`config.mk`:
```
export PLATFORM = sky130hd
export DESIGN_NAME = i2c_target
export DESIGN_NICKNAME = d
export VERILOG_FILES = /design/src/rtl/i2c_pkg.sv /design/src/rtl/i2c_line_filter.sv /design/src/rtl/i2c_target.sv
export SDC_FILE = /design/constraint.sdc
export NUM_CORES = 1
export LEC_CHECK = 0
export ABC_AREA = 1
export CAP_MARGIN = 20
export CELL_PAD_IN_SITES_DETAIL_PLACEMENT = 0
export CELL_PAD_IN_SITES_GLOBAL_PLACEMENT = 1
export CORE_MARGIN = 3
export CORE_UTILIZATION = 33
export DETAILED_ROUTE_END_ITERATION = 6
export GPL_TIMING_DRIVEN = 0
export PLACE_DENSITY = 0.76
export SYNTH_ARGS = -nofsm -noshare
export SYNTH_HDL_FRONTEND = slang
export SYNTH_HIERARCHICAL = 1
export SYNTH_SLANG_ARGS = --single-unit
export TNS_END_PERCENT = 100
```
`constraint.sdc`:
```
create_clock -name clk -period 2.8 [get_ports clk]
set_input_delay 0.28 -clock clk [delete_from_list [all_inputs] [get_ports clk]]
set_output_delay 0.28 -clock clk [all_outputs]
set_load 0.02 [all_outputs]
```
`src/rtl/i2c_pkg.sv`:
```
// Shared types and constants for the I2C target: FSM state encoding,
// field widths and the general-call address.
package i2c_pkg;

    localparam int I2C_ADDR_W = 7;
    localparam int I2C_BYTE_W = 8;
    localparam logic I2C_RW_READ = 1'b1;
    localparam logic [I2C_ADDR_W-1:0] I2C_GENCALL_ADDR = 7'h00;

    typedef enum logic [2:0] {
        ST_IDLE,
        ST_ADDR,
        ST_ADDR_ACK,
        ST_WRITE,
        ST_WRITE_ACK,
        ST_READ,
        ST_READ_ACK,
        ST_IGNORE
    } i2c_state_e;

endpackage

```
`src/rtl/i2c_line_filter.sv`:
```
// Two-flop synchronizer plus a FILTER_LEN-sample agreement filter for one
// I2C line; emits the accepted level and one-cycle rise/fall pulses.
module i2c_line_filter #(
    parameter int FILTER_LEN = 3
) (
    input  logic clk,
    input  logic rst,
    input  logic raw_i,
    output logic level_o,
    output logic rise_o,
    output logic fall_o
);

    // The newest synchronized sample plus FILTER_LEN-1 older ones must agree,
    // giving a latency of 2+FILTER_LEN cycles. FILTER_LEN must be at least 2.
    localparam int HW = FILTER_LEN - 1;

    logic          sync1_q, sync2_q;
    logic [HW-1:0] hist_q;
    logic [HW:0]   hist_d;
    logic          level_q, rise_q, fall_q;
    logic          all_hi, all_lo;

    assign hist_d = {hist_q, sync2_q};
    assign all_hi = sync2_q & (&hist_q);
    assign all_lo = ~sync2_q & ~(|hist_q);

    always_ff @(posedge clk) begin
        if (rst) begin
            sync1_q <= 1'b1;
            sync2_q <= 1'b1;
            hist_q  <= '1;
            level_q <= 1'b1;
            rise_q  <= 1'b0;
            fall_q  <= 1'b0;
        end else begin
            sync1_q <= raw_i;
            sync2_q <= sync1_q;
            hist_q  <= hist_d[HW-1:0];
            rise_q  <= all_hi & ~level_q;
            fall_q  <= all_lo & level_q;
            if (all_hi) begin
                level_q <= 1'b1;
            end else if (all_lo) begin
                level_q <= 1'b0;
            end
        end
    end

    assign level_o = level_q;
    assign rise_o  = rise_q;
    assign fall_o  = fall_q;

endmodule

```
`src/rtl/i2c_target.sv`:
```
// I2C target: receives bytes written to ADDR and returns tx_data on reads.
// Define I2C_TARGET_GENCALL_EN to also accept general-call (0x00) writes.
module i2c_target
    import i2c_pkg::*;
#(
    parameter logic [I2C_ADDR_W-1:0] ADDR = 7'h2F,
    parameter int FILTER_LEN = 3
) (
    input  logic                  clk,
    input  logic                  rst,
    input  logic                  scl_in,
    input  logic                  sda_in,
    output logic                  sda_out,
    output logic                  sda_enable,
    output logic [I2C_BYTE_W-1:0] rx_data,
    output logic                  rx_valid,
    output logic                  rx_first,
    input  logic [I2C_BYTE_W-1:0] tx_data,
    output logic                  tx_req,
    output logic                  busy,
    output logic                  nack_det
);

    logic scl_lvl, scl_rise, scl_fall;
    logic sda_lvl, sda_rise, sda_fall;

    i2c_line_filter #(.FILTER_LEN(FILTER_LEN)) u_scl_filt (
        .clk(clk), .rst(rst), .raw_i(scl_in),
        .level_o(scl_lvl), .rise_o(scl_rise), .fall_o(scl_fall)
    );

    i2c_line_filter #(.FILTER_LEN(FILTER_LEN)) u_sda_filt (
        .clk(clk), .rst(rst), .raw_i(sda_in),
        .level_o(sda_lvl), .rise_o(sda_rise), .fall_o(sda_fall)
    );

    i2c_state_e            state_q;
    logic [2:0]            bit_cnt_q;
    logic [I2C_BYTE_W-1:0] shift_q;
    logic                  rw_q, phase_q, first_q;
    logic [1:0]            tx_pipe_q;
    logic                  sda_en_q, rx_valid_q, rx_first_q, tx_req_q, busy_q, nack_q;
    logic [I2C_BYTE_W-1:0] rx_data_q;

    logic                  start_cond, stop_cond, match_d;
    logic [I2C_BYTE_W-1:0] byte_d;

    assign start_cond = sda_fall & scl_lvl;
    assign stop_cond  = sda_rise & scl_lvl;
    assign byte_d     = {shift_q[I2C_BYTE_W-2:0], sda_lvl};

`ifdef I2C_TARGET_GENCALL_EN
    assign match_d = (byte_d[7:1] == ADDR) ||
                     ((byte_d[7:1] == I2C_GENCALL_ADDR) && (byte_d[0] != I2C_RW_READ));
`else
    assign match_d = (byte_d[7:1] == ADDR);
`endif

    always_ff @(posedge clk) begin
        if (rst) begin
            state_q    <= ST_IDLE;
            bit_cnt_q  <= '0;
            shift_q    <= '0;
            rw_q       <= 1'b0;
            phase_q    <= 1'b0;
            first_q    <= 1'b0;
            tx_pipe_q  <= '0;
            sda_en_q   <= 1'b0;
            rx_data_q  <= '0;
            rx_valid_q <= 1'b0;
            rx_first_q <= 1'b0;
            tx_req_q   <= 1'b0;
            busy_q     <= 1'b0;
            nack_q     <= 1'b0;
        end else begin
            rx_valid_q <= 1'b0;
            tx_req_q   <= 1'b0;
            nack_q     <= 1'b0;
            // Read data is captured two cycles after the request pulse.
            tx_pipe_q  <= {tx_pipe_q[0], tx_req_q};
            if (tx_pipe_q[1]) begin
                shift_q <= tx_data;
            end

            if (start_cond) begin
                state_q   <= ST_ADDR;
                bit_cnt_q <= '0;
                sda_en_q  <= 1'b0;
                busy_q    <= 1'b0;
                phase_q   <= 1'b0;
                first_q   <= 1'b1;
                tx_pipe_q <= '0;
            end else if (stop_cond) begin
                state_q   <= ST_IDLE;
                sda_en_q  <= 1'b0;
                busy_q    <= 1'b0;
                phase_q   <= 1'b0;
                tx_pipe_q <= '0;
            end else begin
                case (state_q)
                    ST_ADDR: begin
                        if (scl_rise) begin
                            shift_q   <= byte_d;
                            bit_cnt_q <= bit_cnt_q + 3'd1;
                            if (bit_cnt_q == 3'd7) begin
                                rw_q    <= byte_d[0];
                                phase_q <= 1'b0;
                                if (match_d) begin
                                    state_q <= ST_ADDR_ACK;
                                    busy_q  <= 1'b1;
                                end else begin
                                    state_q <= ST_IGNORE;
                                end
                            end
                        end
                    end
                    // First falling edge starts the ACK drive, second one ends it.
                    ST_ADDR_ACK, ST_WRITE_ACK: begin
                        if (scl_fall) begin
                            if (!phase_q) begin
                                phase_q  <= 1'b1;
                                sda_en_q <= 1'b1;
                                if (rw_q == I2C_RW_READ) begin
                                    tx_req_q <= 1'b1;
                                end
                            end else begin
                                phase_q <= 1'b0;
                                if (rw_q == I2C_RW_READ) begin
                                    state_q  <= ST_READ;
                                    sda_en_q <= ~shift_q[7];
                                end else begin
                                    state_q  <= ST_WRITE;
                                    sda_en_q <= 1'b0;
                                end
                            end
                        end
                    end
                    ST_WRITE: begin
                        if (scl_rise) begin
                            shift_q   <= byte_d;
                            bit_cnt_q <= bit_cnt_q + 3'd1;
                            if (bit_cnt_q == 3'd7) begin
                                rx_data_q  <= byte_d;
                                rx_valid_q <= 1'b1;
                                rx_first_q <= first_q;
                                first_q    <= 1'b0;
                                phase_q    <= 1'b0;
                                state_q    <= ST_WRITE_ACK;
                            end
                        end
                    end
                    // The MSB is already on the bus; each falling edge presents the next bit.
                    ST_READ: begin
                        if (scl_rise) begin
                            bit_cnt_q <= bit_cnt_q + 3'd1;
                        end else if (scl_fall) begin
                            if (bit_cnt_q == 3'd0) begin
                                sda_en_q <= 1'b0;
                                phase_q  <= 1'b0;
                                state_q  <= ST_READ_ACK;
                            end else begin
                                shift_q  <= shift_q << 1;
                                sda_en_q <= ~shift_q[6];
                            end
                        end
                    end
                    ST_READ_ACK: begin
                        if (scl_rise) begin
                            if (sda_lvl) begin
                                nack_q  <= 1'b1;
                                state_q <= ST_IGNORE;
                            end else begin
                                tx_req_q <= 1'b1;
                                phase_q  <= 1'b1;
                            end
                        end else if (scl_fall && phase_q) begin
                            phase_q  <= 1'b0;
                            state_q  <= ST_READ;
                            sda_en_q <= ~shift_q[7];
                        end
                    end
                    default: ;
                endcase
            end
        end
    end

    assign sda_out    = 1'b0;
    assign sda_enable = sda_en_q;
    assign rx_data    = rx_data_q;
    assign rx_valid   = rx_valid_q;
    assign rx_first   = rx_first_q;
    assign tx_req     = tx_req_q;
    assign busy       = busy_q;
    assign nack_det   = nack_q;

endmodule

```
==> out/results.ini, run 1 <==
[critical_path]
timing.critical_path.mode_cell=nand2_1
critical_path_capture_point_type=register
timing.critical_path.max_delay_family=buffers and inverters
start_kind=primary input
combined_buffer_and_inverter_count_along_the_critical_path=4
cpPeakStageDelay_ns=0.58
cp_cell_sequence=clkdlybuf4s50_1 > buf_2 > inv_1 > nand2_1 > nor2_2 > nand3_1 > inv_1 > nand2_1 > nand2_1
timing.critical_path.required_ns=3.05
critPathKind=in -> reg
worst_path_max_delay_cell=clkdlybuf4s50_1
critical_path.max_fanout=13
cp.arrival_ns=2.32

[finish]
drive_gt1_share_pct=6.88
final_net_count=334
antenna_cells_inserted=0
fillerInstances=652
layoutNonFillerInstCount=395
ff_latch_area_um2=941
area_delta_synth_final_pct=22.0
multi_input_area_um2=982

[sta]
unrepaired_setup_endpoints_after_global_routing=no
skew_ns=0.00829
worst_slew_margin_rel_pct=65.8
slew_at_the_pin_closest_to_its_max_slew_limit_ns=0.512
finalMaxSlewViolations=0
min_period_ns=2.07
period_utilization_post_route_pct=73.9
setup_total_negative_slack_ns=0
setup-violations-final=0
timing.final.hold_violations=0
max_clock_freq_mhz=483

[route]
wl_per_cell_um=12.2
route.final.wire_length_um=4820
vias=1880
detailedRoute.firstIterationViolations=116
detail_route.first_pass.iterations=4
antenna_violating_nets_post_route=0
remaining_drc_errors=0
detail_route.vias_per_cell=4.76

[logic_synthesis]
yosys_warnings=6
synth_top_cell_area_share_pct=45.1
synth.top_cells.by_area=dfxtp_1 (45%), nand2_1 (12%), nand3_1 (8.2%)
postSynth.asyncResetShare_pct=0
synth-seq-cells=47
netlist_cell_types=28
netlist_area_um2=2090
synth-main-ff-cell=dfxtp_1
syn_area_per_cell_um2=7.27
synth_area_leader_cell=dfxtp_1
post_synth_most_frequent_cells=nand2_1 (64), dfxtp_1 (47), nor2_1 (37), inv_1 (35), nand3_1 (34)
synth_edf_count=0
yosysMostFrequentCell=nand2_1
synth-seq-area-share_pct=45.1
post_synth_inst_count=287
syn_nets=302

[clocking]
cts_setup_buffers=0
htree_num_levels=2
cts.clk_slew.worst_paths_ns=0.09
cts.hold.buffers_added=0
numClockSinks=47
cts.path.max_buffers=2
post_cts.resized_instances=0
cts_tree=done
clk-insertion-delay-late_ns=0.30
cts_root_buf=clkbuf_8
cts_made_buffers=5

[grt]
grt_pass1_wl_um=8450
antenna_found_initial=0
largest_net_degree_at_the_start_of_global_routing=17
first_global_vias=1849
overflow=0
grt_use_total_pct=14.2

[hold_path]
timing.hold.worst.class=reg -> reg

[place]
routability_cong=0.897
post-dp-hpwl_um=3730
io_buffer_count=25
numPlacedInstances=387

[die]
start_util_pct=34.6
dieArea_um2=7310
num_rows=28
ios=27
die_w_um=85.5
die_h_um=85.5
core_um2=6030

[power]
vdd_drop_max_mv=0.322
power.density_nw_per_um2=623
p_leak_nw=1.08

[outcome]
outcome=complete, no violations

[flow_run]
timing.max_cap.violations=0

## registers in the layout (all words and copies together), names as in the netlist, 2 cells and up
| name | cells |
|---|---|
| tx_pipe_q | 2 |
| bit_cnt_q | 3 |
| state_q | 3 |
| rx_data | 8 |
| shift_q | 8 |
| u_scl_filt/hist_q | 2 |
| u_sda_filt/hist_q | 2 |
## cells in the final DEF (no fill, tap or decap), types with 2 or more instances in the layout
| cell | instances |
|---|---|
| a211oi_1 | 2 |
| a21oi_1 | 12 |
| buf_4 | 2 |
| clkbuf_8 | 5 |
| clkdlybuf4s50_1 | 25 |
| dfxtp_1 | 47 |
| ha_1 | 3 |
| inv_1 | 35 |
| mux2_2 | 6 |
| nand2_1 | 64 |
| nand3_1 | 34 |
| nand4_1 | 5 |
| nor2_1 | 37 |
| nor2_2 | 2 |
| nor3_1 | 3 |
| o21ai_0 | 16 |
| or2_1 | 6 |
## path summary, 6_finish.rpt
| path | slack [ns] | endpoint | start | depth (start not counted) |
|---|---|---|---|---|
| worst max-delay path | 0.73 | rx_data[4]$_SDFFE_PP0P_ | rst | 9 |
| worst min-delay path | 0.42 | u_scl_filt/sync2_q$_SDFF_PP1_ | u_scl_filt/sync1_q$_SDFF_PP1_ | 1 |
| worst max register to register | 1.10 | state_q[0]$_SDFFE_PP0P_ | bit_cnt_q[0]$_SDFFE_PP0P_ | 10 |
| worst min register to register | 0.42 | u_scl_filt/sync2_q$_SDFF_PP1_ | u_scl_filt/sync1_q$_SDFF_PP1_ | 1 |
## kinds of logic (layout without fill, tap and decap cells)
family,count (synthesis),in the layout,share of synthesized area (%)
other cells,1,1,0.180
mux,6,6,3.24
flops,47,47,45.1
simple gates,154,154,32.2
compound gates,35,35,9.72
buf+inv,41,74,7.80
fa+ha+maj,3,3,1.80
## power by group
group,switching (mW),internal [mW]
logic,0.227,0.132
clock network,0.238,0.269
registers,0.0254,0.695
total,0.491,1.10
## cell type report
class / count / area share (%)
Sequential cell: 47 / 37.0
Inverter: 36 / 5.31
Buffer: 5 / 1.08
Clock buffer: 5 / 2.70
Multi-Input combinational cell: 199 / 38.6
Timing Repair Buffer: 25 / 9.83
Tap cell: 75 / 3.69
Clock inverter: 3 / 1.82
## per-layer routing
metal	global-route usage [%]	vias to the layer above	wire [um]
met1	20.5	859	2490
met4	3.02	0	17
met2	21.5	26	2150
met5	0	-	0
li1	-	993	-
met3	3.27	2	170
## through the flow
stage	power [mW]	setup WS [ns]	hold slack (ns)	util, %	instance area [um^2]
detailed placement	1.09	0.348	0.397	40.3	2430
global placement	1.10	0.308	0.386	40.3	2430
floorplan	0.998	1.41	0.352	-	2090
CTS	1.61	0.664	0.423	42.2	2540
global route	1.69	0.409	0.428	42.2	2540
finish	1.59	0.731	0.416	42.2	2540
Power figures use the tool's default switching activity.
==> run 2: changes to the inputs <==
Settings changed: PLACE_DENSITY 0.76 to 0.78.
Clock period 2.8 ns to 1.8 ns, I/O delays scaled along.
==> out/results.ini, run 2 (synthesized netlist as in run 1, its figures left out) <==
[critical_path]
critical_path.max_fanout=4  ; -9
critical_path_capture_point_type=register
timing.critical_path.max_delay_family=simple AND/OR/NAND/NOR gates
cp_cell_sequence=ha_1 > ha_1 > nand2_1 > inv_1 > nor2_1 > nand3b_1 > nor2_4 > nor2_1 > nor2_1 > nor2_1
cpPeakStageDelay_ns=0.34  ; -0.24 ns
start_kind=register
timing.critical_path.mode_cell=nor2_1
combined_buffer_and_inverter_count_along_the_critical_path=1  ; -3
worst_path_max_delay_cell=dfxtp_1
critPathKind=reg -> reg
cp.arrival_ns=1.82  ; -0.50 ns
timing.critical_path.required_ns=1.99  ; -1.06 ns

[power]
p_leak_nw=1.10  ; +1.3%
power.density_nw_per_um2=1010  ; +62%
pwr-share-comb_pct=22.5  ; about the same
vdd_drop_max_mv=0.502  ; +56%
net-switching-power_mw=0.750  ; +53%
power.internal_mw=1.85  ; +69%
power.sequential.fraction_pct=43.2  ; -2.2 points
power_frac_clock_pct=34.4  ; +2.4 points
power.share.switching_pct=28.8  ; -2.1 points
finalPower_mw=2.60  ; +64%

[die]
die_w_um=85.5  ; unchanged
ios=27  ; unchanged
start_util_pct=34.6  ; unchanged
dieArea_um2=7310  ; unchanged
die_h_um=85.5  ; unchanged
num_rows=28  ; unchanged
core_um2=6030  ; unchanged

[sta]
unrepaired_setup_endpoints_after_global_routing=no
skew_ns=0.00901  ; +0.000718 ns
finalMaxSlewViolations=0  ; unchanged
timing.final.hold_violations=0  ; unchanged
finalHoldWorstSlack_ns=0.411  ; -0.00460 ns
setup-violations-final=0  ; unchanged
period_utilization_post_route_pct=90.6
min_period_ns=1.63
max_clock_freq_mhz=613

[grt]
antenna_found_initial=0  ; unchanged
overflow=0  ; unchanged
first_global_vias=1737  ; -6.1%
grt_use_total_pct=13.7  ; -0.43 points
largest_net_degree_at_the_start_of_global_routing=15  ; -2
grt_pass1_wl_um=8080  ; -4.4%

[route]
wl_per_cell_um=12.3  ; +0.62%
vias=1891  ; +0.59%
antenna_violating_nets_post_route=0  ; unchanged
detail_route.vias_per_cell=4.79  ; +0.59%
remaining_drc_errors=0  ; unchanged
route.final.wire_length_um=4850  ; +0.62%
detail_route.first_pass.iterations=4  ; unchanged
detailedRoute.firstIterationViolations=123  ; +6.0%

[clocking]
cts_setup_buffers=0  ; unchanged
numClockSinks=47  ; unchanged
clk-insertion-delay-late_ns=0.29  ; about the same
cts.path.max_buffers=2  ; unchanged
htree_num_levels=2  ; unchanged
cts_tree=done
cts_root_buf=clkbuf_8
cts.clk_slew.worst_paths_ns=0.08  ; about the same
cts_made_buffers=5  ; unchanged

[finish]
utilization_pct=42.8  ; +0.56 points
layoutNonFillerInstCount=395  ; unchanged
antenna_cells_inserted=0  ; unchanged
final_common_cell=nand2_1
area_delta_synth_final_pct=23.6
drive_gt1_share_pct=7.19  ; +0.31 points
most-common-layout-cells=nand2_1 (64), dfxtp_1 (47), nor2_1 (36)
ff_latch_area_um2=941  ; unchanged
fillerInstances=662  ; +1.5%
multi_input_area_um2=1000  ; +1.8%
final_net_count=334  ; unchanged

[place]
numPlacedInstances=387  ; unchanged
io_buffer_count=25  ; unchanged
post-dp-hpwl_um=3670  ; -1.7%
routability_cong=0.829  ; -7.7%

[flow_run]
timing.max_cap.violations=0  ; unchanged

[outcome]
outcome=complete, no violations

[hold_path]
timing.hold.worst.class=in -> reg

run 2: cell types whose count changed in the layout (fill, tap and decap cells not counted), sizes merged:
cell	before	now
bufinv	1	2
clkdlybuf4s50	25	24
dlygate4sd2	0	1
inv	36	35
clkinvlp	1	0
clkbuf	6	7
run 2: what timing repair did:
action / 4_1_cts / 5_1_grt
cloned: 0 / 0
setup endpoints to repair: 11 / 6
hold endpoints to repair: 0 / 0
gates resized for setup: 2 / 3
hold buffers: 0 / 0
run 2: routing by layer:
layer | wire [um] | track usage (%)
met1 | 2370 | 19.3
met2 | 2200 | 21.3
met3 | 238 | 2.88
met4 | 42 | 3.88
met5 | 0 | 0
run 2: per-stage QoR:
stage                     cell area, um^2  setup slack [ns]  setup TNS [ns]
after floorplan                      2090             0.411               0
after global placement               2430            -0.592           -7.91
after detailed placement             2430            -0.610           -7.98
after CTS                            2570            0.0979               0
after global routing                 2580           0.00910               0
final                                2580             0.169               0
run 2: power groups by stage:
stage / clock network, mW / registers [mW] / logic, mW
after floorplan: 0 / 1.14 / 0.409
after global placement: 0 / 1.14 / 0.561
after detailed placement: 0 / 1.14 / 0.555
after CTS: 0.917 / 1.12 / 0.558
after global routing: 0.957 / 1.13 / 0.666
final: 0.893 / 1.12 / 0.585
run 2: worst reg2reg max path, delay by kind of cell, from the launching register on:
kind | cells | cell delay, ns
adder cells (fa/ha/maj) | 2 | 0.30
buffers and inverters | 1 | 0.13
flip-flops | 1 | 0.34
AND/OR/NAND/NOR | 7 | 0.76
run 2: layout make-up:
cell class	count	share of cell area [%]
buffer	5	1.07
timing repair buffer	25	9.66
tap	75	3.64
clock inverter	2	2.33
multi-input combinational	199	38.8
clock buffer	6	2.81
inverter	36	5.24
sequential	47	36.5
run 2: final timing paths:
kind         slack [ns]  depth (start not counted)                           from                             to
max reg2reg        0.17                         10      bit_cnt_q[0]$_SDFFE_PP0P_        state_q[0]$_SDFFE_PP0P_
min                0.41                          2                            rst   u_sda_filt/fall_o$_SDFF_PP0_
max                0.17                         10      bit_cnt_q[0]$_SDFFE_PP0P_        state_q[0]$_SDFFE_PP0P_
min reg2reg        0.41                          1  u_scl_filt/sync1_q$_SDFF_PP1_  u_scl_filt/sync2_q$_SDFF_PP1_
==> run 3: changes to the inputs <==
Settings changed: CORE_UTILIZATION 33 to 25, PLACE_DENSITY 0.78 to 0.64.
==> out/results.ini, run 3 (synthesized netlist as in run 1, its figures left out) <==
[critical_path]
reg2reg_from=bit_cnt_q[0]$_SDFFE_PP0P_
critical_path_capture_point_type=register
r2r_setup_slack_ns=0.15  ; -0.02 ns
worst_path_max_delay_cell=dfxtp_1
crit_path_start=bit_cnt_q[0]$_SDFFE_PP0P_
start_kind=register
timing.critical_path.mode_cell=nor2_1
cpPeakStageDelay_ns=0.34  ; about the same
critPathKind=reg -> reg
cp.arrival_ns=1.85  ; +0.03 ns
critical_path.reg2reg.endpoint=state_q[0]$_SDFFE_PP0P_
critical_path.max_fanout=4  ; unchanged
timing.critical_path.required_ns=2.01  ; +0.02 ns
worst_setup_path_endpoint=state_q[0]$_SDFFE_PP0P_
cp_cell_sequence=ha_1 > ha_1 > nand2_1 > inv_1 > nor2_1 > nand3b_1 > nor2_2 > nor2_1 > nor2_1 > nor2_1
reg2regPathDepth=10  ; unchanged

[clocking]
htree_num_levels=2  ; unchanged
cts_made_buffers=5  ; unchanged
cts.clk_slew.worst_paths_ns=0.09  ; about the same
clk-insertion-delay-late_ns=0.30  ; about the same
cts_tree=done
numClockSinks=47  ; unchanged
cts.path.max_buffers=2  ; unchanged
cts_setup_buffers=0  ; unchanged
cts_root_buf=clkbuf_8

[power]
vdd_drop_max_mv=0.345  ; -31%
p_leak_nw=1.10  ; about the same
finalPower_mw=2.62  ; +0.89%
power.density_nw_per_um2=1010  ; -0.23%

[die]
ios=27  ; unchanged
die_w_um=97.3  ; +14%
start_util_pct=26.3  ; -8.3 points
num_rows=32  ; +14%
core_um2=7930  ; +32%
dieArea_um2=9480  ; +30%
die_h_um=97.3  ; +14%

[sta]
min_period_ns=1.65  ; +0.0175 ns
period_utilization_post_route_pct=91.6  ; +0.97 points
setup-violations-final=0  ; unchanged
max_clock_freq_mhz=607  ; -1.1%
worst_slew_margin_rel_pct=65.5
finalHoldWorstSlack_ns=0.410  ; -0.000781 ns
finalMaxSlewViolations=0  ; unchanged
setup_total_negative_slack_ns=0  ; unchanged
unrepaired_setup_endpoints_after_global_routing=no
timing.final.hold_violations=0  ; unchanged
skew_ns=0.00708  ; -0.00193 ns
slew_at_the_pin_closest_to_its_max_slew_limit_ns=0.517

[route]
antenna_violating_nets_post_route=0  ; unchanged
wl_per_cell_um=12.0  ; -1.9%
remaining_drc_errors=0  ; unchanged
detail_route.first_pass.iterations=4  ; unchanged
vias=1887  ; -0.21%
route.final.wire_length_um=5090  ; +4.8%
detail_route.vias_per_cell=4.47  ; -6.6%
detailedRoute.firstIterationViolations=67  ; -46%

[grt]
overflow=0  ; unchanged
largest_net_degree_at_the_start_of_global_routing=15  ; unchanged
grt_pass1_wl_um=8760  ; +8.5%
antenna_found_initial=0  ; unchanged
first_global_vias=1831  ; +5.4%
grt_use_total_pct=11.3  ; -2.5 points

[place]
post-dp-hpwl_um=3850  ; +4.9%
io_buffer_count=25  ; unchanged
routability_cong=0.820  ; -1.0%
numPlacedInstances=414  ; +7.0%

[outcome]
outcome=complete, no violations

[flow_run]
timing.max_cap.violations=0  ; unchanged

[finish]
layoutNonFillerInstCount=422  ; +6.8%
antenna_cells_inserted=0  ; unchanged
final_net_count=334  ; unchanged
area_delta_synth_final_pct=25.0
drive_gt1_share_pct=7.19  ; unchanged
utilization_pct=32.9  ; -9.9 points
final_common_cell=nand2_1
most-common-layout-cells=nand2_1 (64), dfxtp_1 (47), nor2_1 (36)

[hold_path]
timing.hold.worst.class=reg -> reg

## run 3: cell types whose count changed in the layout (fill, tap and decap cells not counted)
cell / before / now
nor2_4: 3 / 2
nor2_2: 1 / 2
## run 3: repair_timing
item	4_1_cts	5_1_grt
hold buffers	0	0
endpoints found under the setup margin	12	2
gates resized for setup	3	1
## run 3: worst min path at each step
stage	from	slack, ns	cells after the start	end
after floorplan	rst	0.25	1	u_scl_filt/fall_o$_SDFF_PP0_
after global placement	u_scl_filt/sync1_q$_SDFF_PP1_	0.39	1	u_scl_filt/sync2_q$_SDFF_PP1_
after detailed placement	u_scl_filt/sync1_q$_SDFF_PP1_	0.39	1	u_scl_filt/sync2_q$_SDFF_PP1_
after CTS	rst	0.41	2	u_sda_filt/fall_o$_SDFF_PP0_
after global routing	u_scl_filt/sync1_q$_SDFF_PP1_	0.43	1	u_scl_filt/sync2_q$_SDFF_PP1_
final	u_scl_filt/sync1_q$_SDFF_PP1_	0.41	1	u_scl_filt/sync2_q$_SDFF_PP1_
## run 3: where the power goes
part           switching (mW)  internal, mW
clock network           0.374         0.556
logic                   0.362         0.208
registers              0.0423          1.08
## run 3: metal layers
metal / up-vias / wire length (um) / GRT usage, %
met5: - / 0 / 0
met4: 0 / 111 / 4.79
met3: 10 / 183 / 2.30
met2: 38 / 2250 / 17.4
met1: 852 / 2550 / 15.3
li1: 987 / - / -
## run 3: through the flow
| step | instance area [um^2] | setup slack, ns |
|---|---|---|
| floorplan | 2090 | 0.411 |
| global placement | 2460 | -0.651 |
| detailed placement | 2460 | -0.645 |
| CTS | 2610 | 0.0914 |
| global route | 2610 | 0.000152 |
| finish | 2610 | 0.152 |
## run 3: area by class of cell
| cell class | instances | area (um^2) |
|---|---|---|
| inverters | 36 | 135 |
| fillers | 895 | 5320 |
| multi-input cells | 199 | 995 |
| clock buffers | 6 | 72.6 |
| well taps | 102 | 128 |
| flip-flops and latches | 47 | 941 |
| plain buffers | 5 | 27.5 |
| clock inverters | 2 | 60.1 |
| repair buffers | 25 | 249 |
## run 3: critical path, delay by kind of cell, from the launching register on
family	cells	cell delay (ns)
AND/OR/NAND/NOR	7	0.79
adder cells (fa/ha/maj)	2	0.29
buffers and inverters	1	0.14
flip-flops	1	0.34
